File: src/rtl/keypad_scanner.sv
// keypad_scanner
// 4x4 matrix keypad scanner for the calculator front end. Walks an active-low
// column strobe, synchronizes the active-low rows, debounces press and release,
// and presents the accepted key code with a level key_pressed flag.
// Optional feature: define KEYPAD_REPEAT_EN to enable auto-repeat while a key
// is held (key_pressed drops for one cycle every REPEAT_CNT cycles).
module keypad_scanner #(
    parameter int SCAN_DIV     = 1000,
    parameter int DEBOUNCE_CNT = 20000,
    parameter int REPEAT_CNT   = 5000000
) (
    input  logic        clk,
    input  logic        reset,
    input  logic [3:0]  row,
    output logic [3:0]  col,
    output logic        key_pressed,
    output logic [24:0] keypad_out
);

    localparam logic [1:0] SCAN     = 2'd0;
    localparam logic [1:0] DEBOUNCE = 2'd1;
    localparam logic [1:0] HELD     = 2'd2;
    localparam logic [1:0] RELEASE  = 2'd3;

    // Counters are wide enough to hold their parameter value without wrapping.
    localparam int                SCAN_W    = $clog2(SCAN_DIV + 1);
    localparam int                DEB_W     = $clog2(DEBOUNCE_CNT + 1);
    localparam logic [SCAN_W-1:0] SCAN_LAST = SCAN_W'(SCAN_DIV - 1);
    localparam logic [DEB_W-1:0]  DEB_LAST  = DEB_W'(DEBOUNCE_CNT - 1);

    // Refuse to elaborate with timing values the state machine cannot honour.
    if (SCAN_DIV < 4 || DEBOUNCE_CNT < 1 || REPEAT_CNT < 2) begin : g_bad_params
        $error("keypad_scanner: SCAN_DIV must be >= 4, DEBOUNCE_CNT >= 1, REPEAT_CNT >= 2");
    end

    logic [3:0]        row_meta;
    logic [3:0]        row_sync;
    logic [1:0]        state;
    logic [1:0]        col_idx;
    logic [1:0]        cand_row;
    logic [SCAN_W-1:0] scan_cnt;
    logic [DEB_W-1:0]  deb_cnt;
    logic [3:0]        code_q;
    logic              row_single;
    logic [1:0]        row_idx;
    logic [3:0]        cand_pattern;

`ifdef KEYPAD_REPEAT_EN
    localparam int               REP_W    = $clog2(REPEAT_CNT + 1);
    localparam logic [REP_W-1:0] REP_LAST = REP_W'(REPEAT_CNT - 1);
    logic [REP_W-1:0] rep_cnt;
`endif

    // Calculator key layout: rows 1-2-3-A / 4-5-6-B / 7-8-9-C / F-0-E-D.
    function automatic logic [3:0] key_code(input logic [1:0] r, input logic [1:0] c);
        logic [3:0] code;
        case ({r, c})
            4'h0:    code = 4'h1;
            4'h1:    code = 4'h2;
            4'h2:    code = 4'h3;
            4'h3:    code = 4'hA;
            4'h4:    code = 4'h4;
            4'h5:    code = 4'h5;
            4'h6:    code = 4'h6;
            4'h7:    code = 4'hB;
            4'h8:    code = 4'h7;
            4'h9:    code = 4'h8;
            4'hA:    code = 4'h9;
            4'hB:    code = 4'hC;
            4'hC:    code = 4'hF;
            4'hD:    code = 4'h0;
            4'hE:    code = 4'hE;
            default: code = 4'hD;
        endcase
        return code;
    endfunction

    // Decode the synchronized rows: exactly one row low gives a valid candidate.
    always_comb begin
        // NOTE: defaults first so every path assigns every output -- no latch.
        row_single = 1'b1;
        row_idx    = 2'd0;
        case (row_sync)
            4'b1110: row_idx = 2'd0;
            4'b1101: row_idx = 2'd1;
            4'b1011: row_idx = 2'd2;
            4'b0111: row_idx = 2'd3;
            default: row_single = 1'b0;
        endcase
    end

    assign cand_pattern = ~(4'b0001 << cand_row);
    assign col          = ~(4'b0001 << col_idx);
    assign keypad_out   = {21'd0, code_q};

    // Two-flop synchronizer for the asynchronous keypad rows (idle = pulled up).
    always_ff @(posedge clk or posedge reset) begin
        // NOTE: sequential state uses non-blocking assignments so both flops
        // sample their pre-edge values and the chain really is two stages.
        if (reset) begin
            row_meta <= 4'hF;
            row_sync <= 4'hF;
        end else begin
            row_meta <= row;
            row_sync <= row_meta;
        end
    end

    // Scan / debounce / hold / release sequencing and output registers.
    always_ff @(posedge clk or posedge reset) begin
        if (reset) begin
            state       <= SCAN;
            col_idx     <= 2'd0;
            cand_row    <= 2'd0;
            scan_cnt    <= '0;
            deb_cnt     <= '0;
            key_pressed <= 1'b0;
            code_q      <= 4'h0;
`ifdef KEYPAD_REPEAT_EN
            rep_cnt     <= '0;
`endif
        end else begin
            case (state)
                SCAN: begin
                    if (scan_cnt == SCAN_LAST) begin
                        scan_cnt <= '0;
                        if (row_single) begin
                            cand_row <= row_idx;
                            deb_cnt  <= '0;
                            state    <= DEBOUNCE;
                        end else begin
                            col_idx <= col_idx + 2'd1;
                        end
                    end else begin
                        scan_cnt <= scan_cnt + SCAN_W'(1);
                    end
                end
                DEBOUNCE: begin
                    if (row_sync == cand_pattern) begin
                        if (deb_cnt == DEB_LAST) begin
                            deb_cnt     <= '0;
                            code_q      <= key_code(cand_row, col_idx);
                            key_pressed <= 1'b1;
                            state       <= HELD;
`ifdef KEYPAD_REPEAT_EN
                            rep_cnt     <= '0;
`endif
                        end else begin
                            deb_cnt <= deb_cnt + DEB_W'(1);
                        end
                    end else begin
                        // Bounce or a second key: give up and move on.
                        deb_cnt  <= '0;
                        scan_cnt <= '0;
                        col_idx  <= col_idx + 2'd1;
                        state    <= SCAN;
                    end
                end
                HELD: begin
                    if (row_sync != cand_pattern) begin
                        deb_cnt     <= '0;
                        key_pressed <= 1'b1;
                        state       <= RELEASE;
                    end
`ifdef KEYPAD_REPEAT_EN
                    else if (rep_cnt == REP_LAST) begin
                        rep_cnt     <= '0;
                        key_pressed <= 1'b0;
                    end else begin
                        rep_cnt     <= rep_cnt + REP_W'(1);
                        key_pressed <= 1'b1;
                    end
`endif
                end
                RELEASE: begin
                    if (row_sync == 4'hF) begin
                        if (deb_cnt == DEB_LAST) begin
                            deb_cnt     <= '0;
                            key_pressed <= 1'b0;
                            col_idx     <= 2'd0;
                            scan_cnt    <= '0;
                            state       <= SCAN;
                        end else begin
                            deb_cnt <= deb_cnt + DEB_W'(1);
                        end
                    end else begin
                        // Contact rebound: still pressed, keep the key asserted.
                        deb_cnt <= '0;
                        state   <= HELD;
`ifdef KEYPAD_REPEAT_EN
                        rep_cnt <= '0;
`endif
                    end
                end
                default: state <= SCAN;
            endcase
        end
    end

endmodule

File: config.mk
export PLATFORM = sky130hd
export DESIGN_NAME = keypad_scanner
export DESIGN_NICKNAME = d
export VERILOG_FILES = /design/src/rtl/keypad_scanner.sv
export SDC_FILE = /design/constraint.sdc
export NUM_CORES = 1
export LEC_CHECK = 0
export ABC_AREA = 1
export CAP_MARGIN = 20
export CORE_AREA = 2 2 81 83
export DETAILED_ROUTE_END_ITERATION = 6
export DIE_AREA = 0 0 83 85
export MAX_ROUTING_LAYER = met4
export PLACE_DENSITY_LB_ADDON = 0.05
export RECOVER_POWER = 25
export SLEW_MARGIN = 5
export SYNTH_ARGS = -nofsm -noshare
export SYNTH_HDL_FRONTEND = slang
export SYNTH_SLANG_ARGS = --single-unit
File: constraint.sdc
create_clock -name clk -period 2.25 [get_ports clk]
set_input_delay 0.45 -clock clk [delete_from_list [all_inputs] [get_ports clk]]
set_output_delay 0.45 -clock clk [all_outputs]
set_load 0.1 [all_outputs]
==> results.md <==
- The run finished with clean final reports.
- The synthesized design contains 0 enable-type register cells.
- The fraction of power consumed by combinational cells is 13.4%.
- Once the floorplan was initialized, standard cells occupied 49.00% of the core.
- Measured along the x axis, the die boundary spans 83 µm.
- The count of buffering cells on the critical path with inverters included is 1.
- The per-cell routed wire length is 12.52 µm.
- The first global-routing pass estimated 10960 µm of wire.
- The pin count of the biggest net entering global routing is 29.
- Net switching is 30.21% of the power.
- Counting I/O delays and the setup requirement, the final critical path takes 2025 ps.
- Grouping stages by cell kind, the critical path spends the most delay in simple AND/OR/NAND/NOR gates.
- Along the worst path, the maximum fanout reaches 23.
- The sequential fraction of design power is 52.6%.
- The total vias in the final route is 2568.
- The total of hold buffers inserted after clock tree synthesis is 0.
- Dividing the synthesized area by the synthesized cell count gives 7.274 µm².
- The path class of the lowest-slack min-delay path is flop to flop.
- The count of fill cells added during filler insertion is 578.
- The core region is 6205 µm².
- The relative contribution of the clock network to total power is 34.0%.
- The prevailing post-synth register cell is dfrtp_1.
- The number of setup buffers added after CTS is 0.
- The area enclosed by the die boundary is 7055 µm².
- From synthesis to final layout, the design area changed by 8.354%.
- Using the TritonRoute via totals, the vias-per-cell ratio works out to 5.025.
- The clock sink count is 44.
- The power per cell area is 465.8 nW/µm².
- Clock skew on the completed layout was measured at 5.306 ps.
- The cell area after synthesis is 3040 µm².
- The height of the chip is 85 µm.
- The number of setup violations in the final report is 0.
- The sequential-to-total area share from yosys stat is 36.54%.
- The max-cap check violation count is 0.
- During synthesis, Yosys emitted a total of 0 warnings.
- STA puts the critical path data required time at 2430 ps.
- After detailed routing, the number of remaining DRC violations is 0.
- The total grt overflow is 0.
- The slowest stage of the critical path belongs to the cell dfrtp_1.
- The largest single stage delay on the critical path is 460 ps.
- For this design the static power due to leakage is 1.558 nW.
- The count of antenna diodes in the layout is 0.
- The critical path goes through ha_1 -> nand2_2 -> nor2_4 -> inv_2 -> nor2_1 -> nand2_1 -> nand2_2 -> nand3_4 -> o21ai_0 -> nand2_1.
- At the pin with the least slew margin, the transition time is 760.3 ps.
- The share of synthesized registers carrying an async set or reset is 100.0%.
- The type of element launching the critical path is a flop.
- The last weighted congestion value of the routability-driven placer is 0.9018.
- During placement, the flow inserted port buffers numbering 14.
- In this run, post-CTS repair resized a total of 0 instances.
- The clock buffer count from CTS is 5.
- The post-route netlist has 15.21% of its cells at a drive strength greater than 1.
- Of the post-synthesis cell area, the dominant cell type holds 29.63%.
- The tightest slew margin relative to the limit is 49.26%.
- Summed over all instances, the cell type with the most area after synthesis is dfrtp_1.
- The worst IR drop on VDD is 270.9 µV.
- The violation count after the first detailed-routing iteration is 188.
- After clock tree synthesis, the clock-pin slew on the worst setup and hold paths is 80 ps.
- In the final timing run, aggregate negative setup slack is 0 ps.
- The final hold violation count was 0.
- The net count of the finished layout is 447.
- The first TritonRoute pass finished after 4 iterations.
- The most frequently used cell type in the post-synthesis netlist is nand2_1.
- Across every metal layer, demand over resource in global routing totals 19.42%.
- Once detail routing completed, the nets flagged for antenna violations numbered 0.
- In this run the count of I/O pins placed on the die edge is 36.
- The peak clock frequency supported by timing is 493.7 MHz.
- By count the netlist is led by nand2_1, nor2_1, nand3_1.
- The arrival time at the worst endpoint is 2200 ps.
- The root cell of the clock tree is clkbuf_8.
- The share of the clock period used by the worst path after layout is 90.01%.
- For the worst-skew pair, the clock arrives at the later sink with an insertion delay of 300 ps.
- In this run the core area contains 29 standard-cell rows.
- Setup repair after global routing left no endpoint under its margin.
- The critical path is of the flop to flop type.
- The via count of the first global-routing pass came to 2363.
- TritonCTS built the clock tree.
- The power dissipated by switching net loads is 0.0004636 W.
- The internal power is 0.001071 W.
- Synthesis inferred 44 register bits.
- The gate count after technology mapping is 418.
- The final count of pins violating max slew is 0.
- The placed instance count is 503.
- The H-tree was split into 2 levels.
- The kind of capture point of the worst setup path is a flop.
- The initial antenna violation count is 0.
- The clock passes through at most 2 buffers.
- The HPWL after detailed placement is 4662 µm.
- The synthesized netlist contains 36 unique library cells.
- Leaving out filler cells and counting taps, the final layout contains 511.
- By area the synthesized netlist is led by dfrtp_1, nand2_1, dfstp_2.
- The total routed wirelength is 6398 µm.
power by group through the flow:
| stage | logic [W] | clock network, W | registers [W] |
|---|---|---|---|
| after floorplan | 0.000213 | 0 | 0.000822 |
| after global placement | 0.000208 | 0 | 0.000823 |
| after detailed placement | 0.000208 | 0 | 0.000823 |
| after CTS | 0.000208 | 0.000529 | 0.000808 |
| after global routing | 0.000214 | 0.000566 | 0.000809 |
| final | 0.000205 | 0.000522 | 0.000808 |
worst paths after layout:
check / from / end / slack (ps) / depth (start not counted)
hold reg to reg: row_meta[1] / row_sync[1] / 360 / 0
setup / recovery: deb_cnt[0] / col_idx[0] / 220 / 10
max in group asynchronous: reset / row_meta[1] / 850 / 3
hold / removal: row_meta[1] / row_sync[1] / 360 / 0
setup reg to reg: deb_cnt[0] / col_idx[0] / 220 / 10
min in group asynchronous: reset / deb_cnt[9] / 720 / 2
cells by family after synthesis:
logic type / Yosys count / synth area share [%]
buffers and inverters: 73 / 12.51
AND/OR/NAND/NOR: 243 / 36.21
adder cells (fa/ha/maj): 8 / 3.292
XOR/XNOR: 8 / 2.305
AO/OA/AOI/OAI: 41 / 9.012
flip-flops: 44 / 36.54
other: 1 / 0.1233
per-layer routing:
layer / vias to the layer above / share of wire (%) / wire [µm] / global-route usage (%)
li1: 1342 / - / - / -
met1: 1155 / 49 / 3153 / 26.39
met2: 66 / 45 / 2865 / 30.28
met3: 5 / 5.4 / 343 / 3.599
met4: 0 / 0.56 / 36 / 4.769
met5: - / 0 / 0 / -
area by class of cell:
type / count / area (µm²) / area share, %
multi-input cells: 321 / 1624 / 49.30
clock buffers: 8 / 90.09 / 2.735
flip-flops and latches: 44 / 1111 / 33.73
inverters: 43 / 162.7 / 4.937
repair buffers: 18 / 210.2 / 6.381
well taps: 77 / 96.34 / 2.924
flip-flops by register name, summed over array words and instances (netlist names):
| signal | count |
|---|---|
| key_pressed | 1 |
| row_sync | 4 |
| row_meta | 4 |
| state | 2 |
| col_idx | 2 |
| code_q | 4 |
| scan_cnt | 10 |
| cand_row | 2 |
| deb_cnt | 15 |
layout by cell type, fill, tap and decap left out, types with 6 or more instances in the layout:
cell      count
nand3_1      40
buf_4         8
inv_2         7
o21ai_2      10
o21ai_0      13
nor3_1        6
dfstp_2       8
xor2_1        6
conb_1       21
a21oi_1       6
dfrtp_1      36
nor2_1       47
ha_1          8
inv_1        35
clkbuf_8      6
nand2_1     115
nand4_1      16
per-stage QoR:
step           worst slack, ps  hold WS (ps)  total power (W)  instance area [µm²]  utilization, %
2_1_floorplan            385.3         345.2         0.001035                 3115               -
3_3_place_gp             311.9         345.6         0.001031                 3204           51.64
3_5_place_dp             222.4         349.7         0.001031                 3204           51.64
4_1_cts                  214.0         361.3         0.001545                 3294           53.10
5_1_grt                  16.41         362.7         0.001589                 3294           53.10
6_report                 224.7         356.4         0.001535                 3294           53.10
No activity file was read; power rests on OpenSTA's default activity.
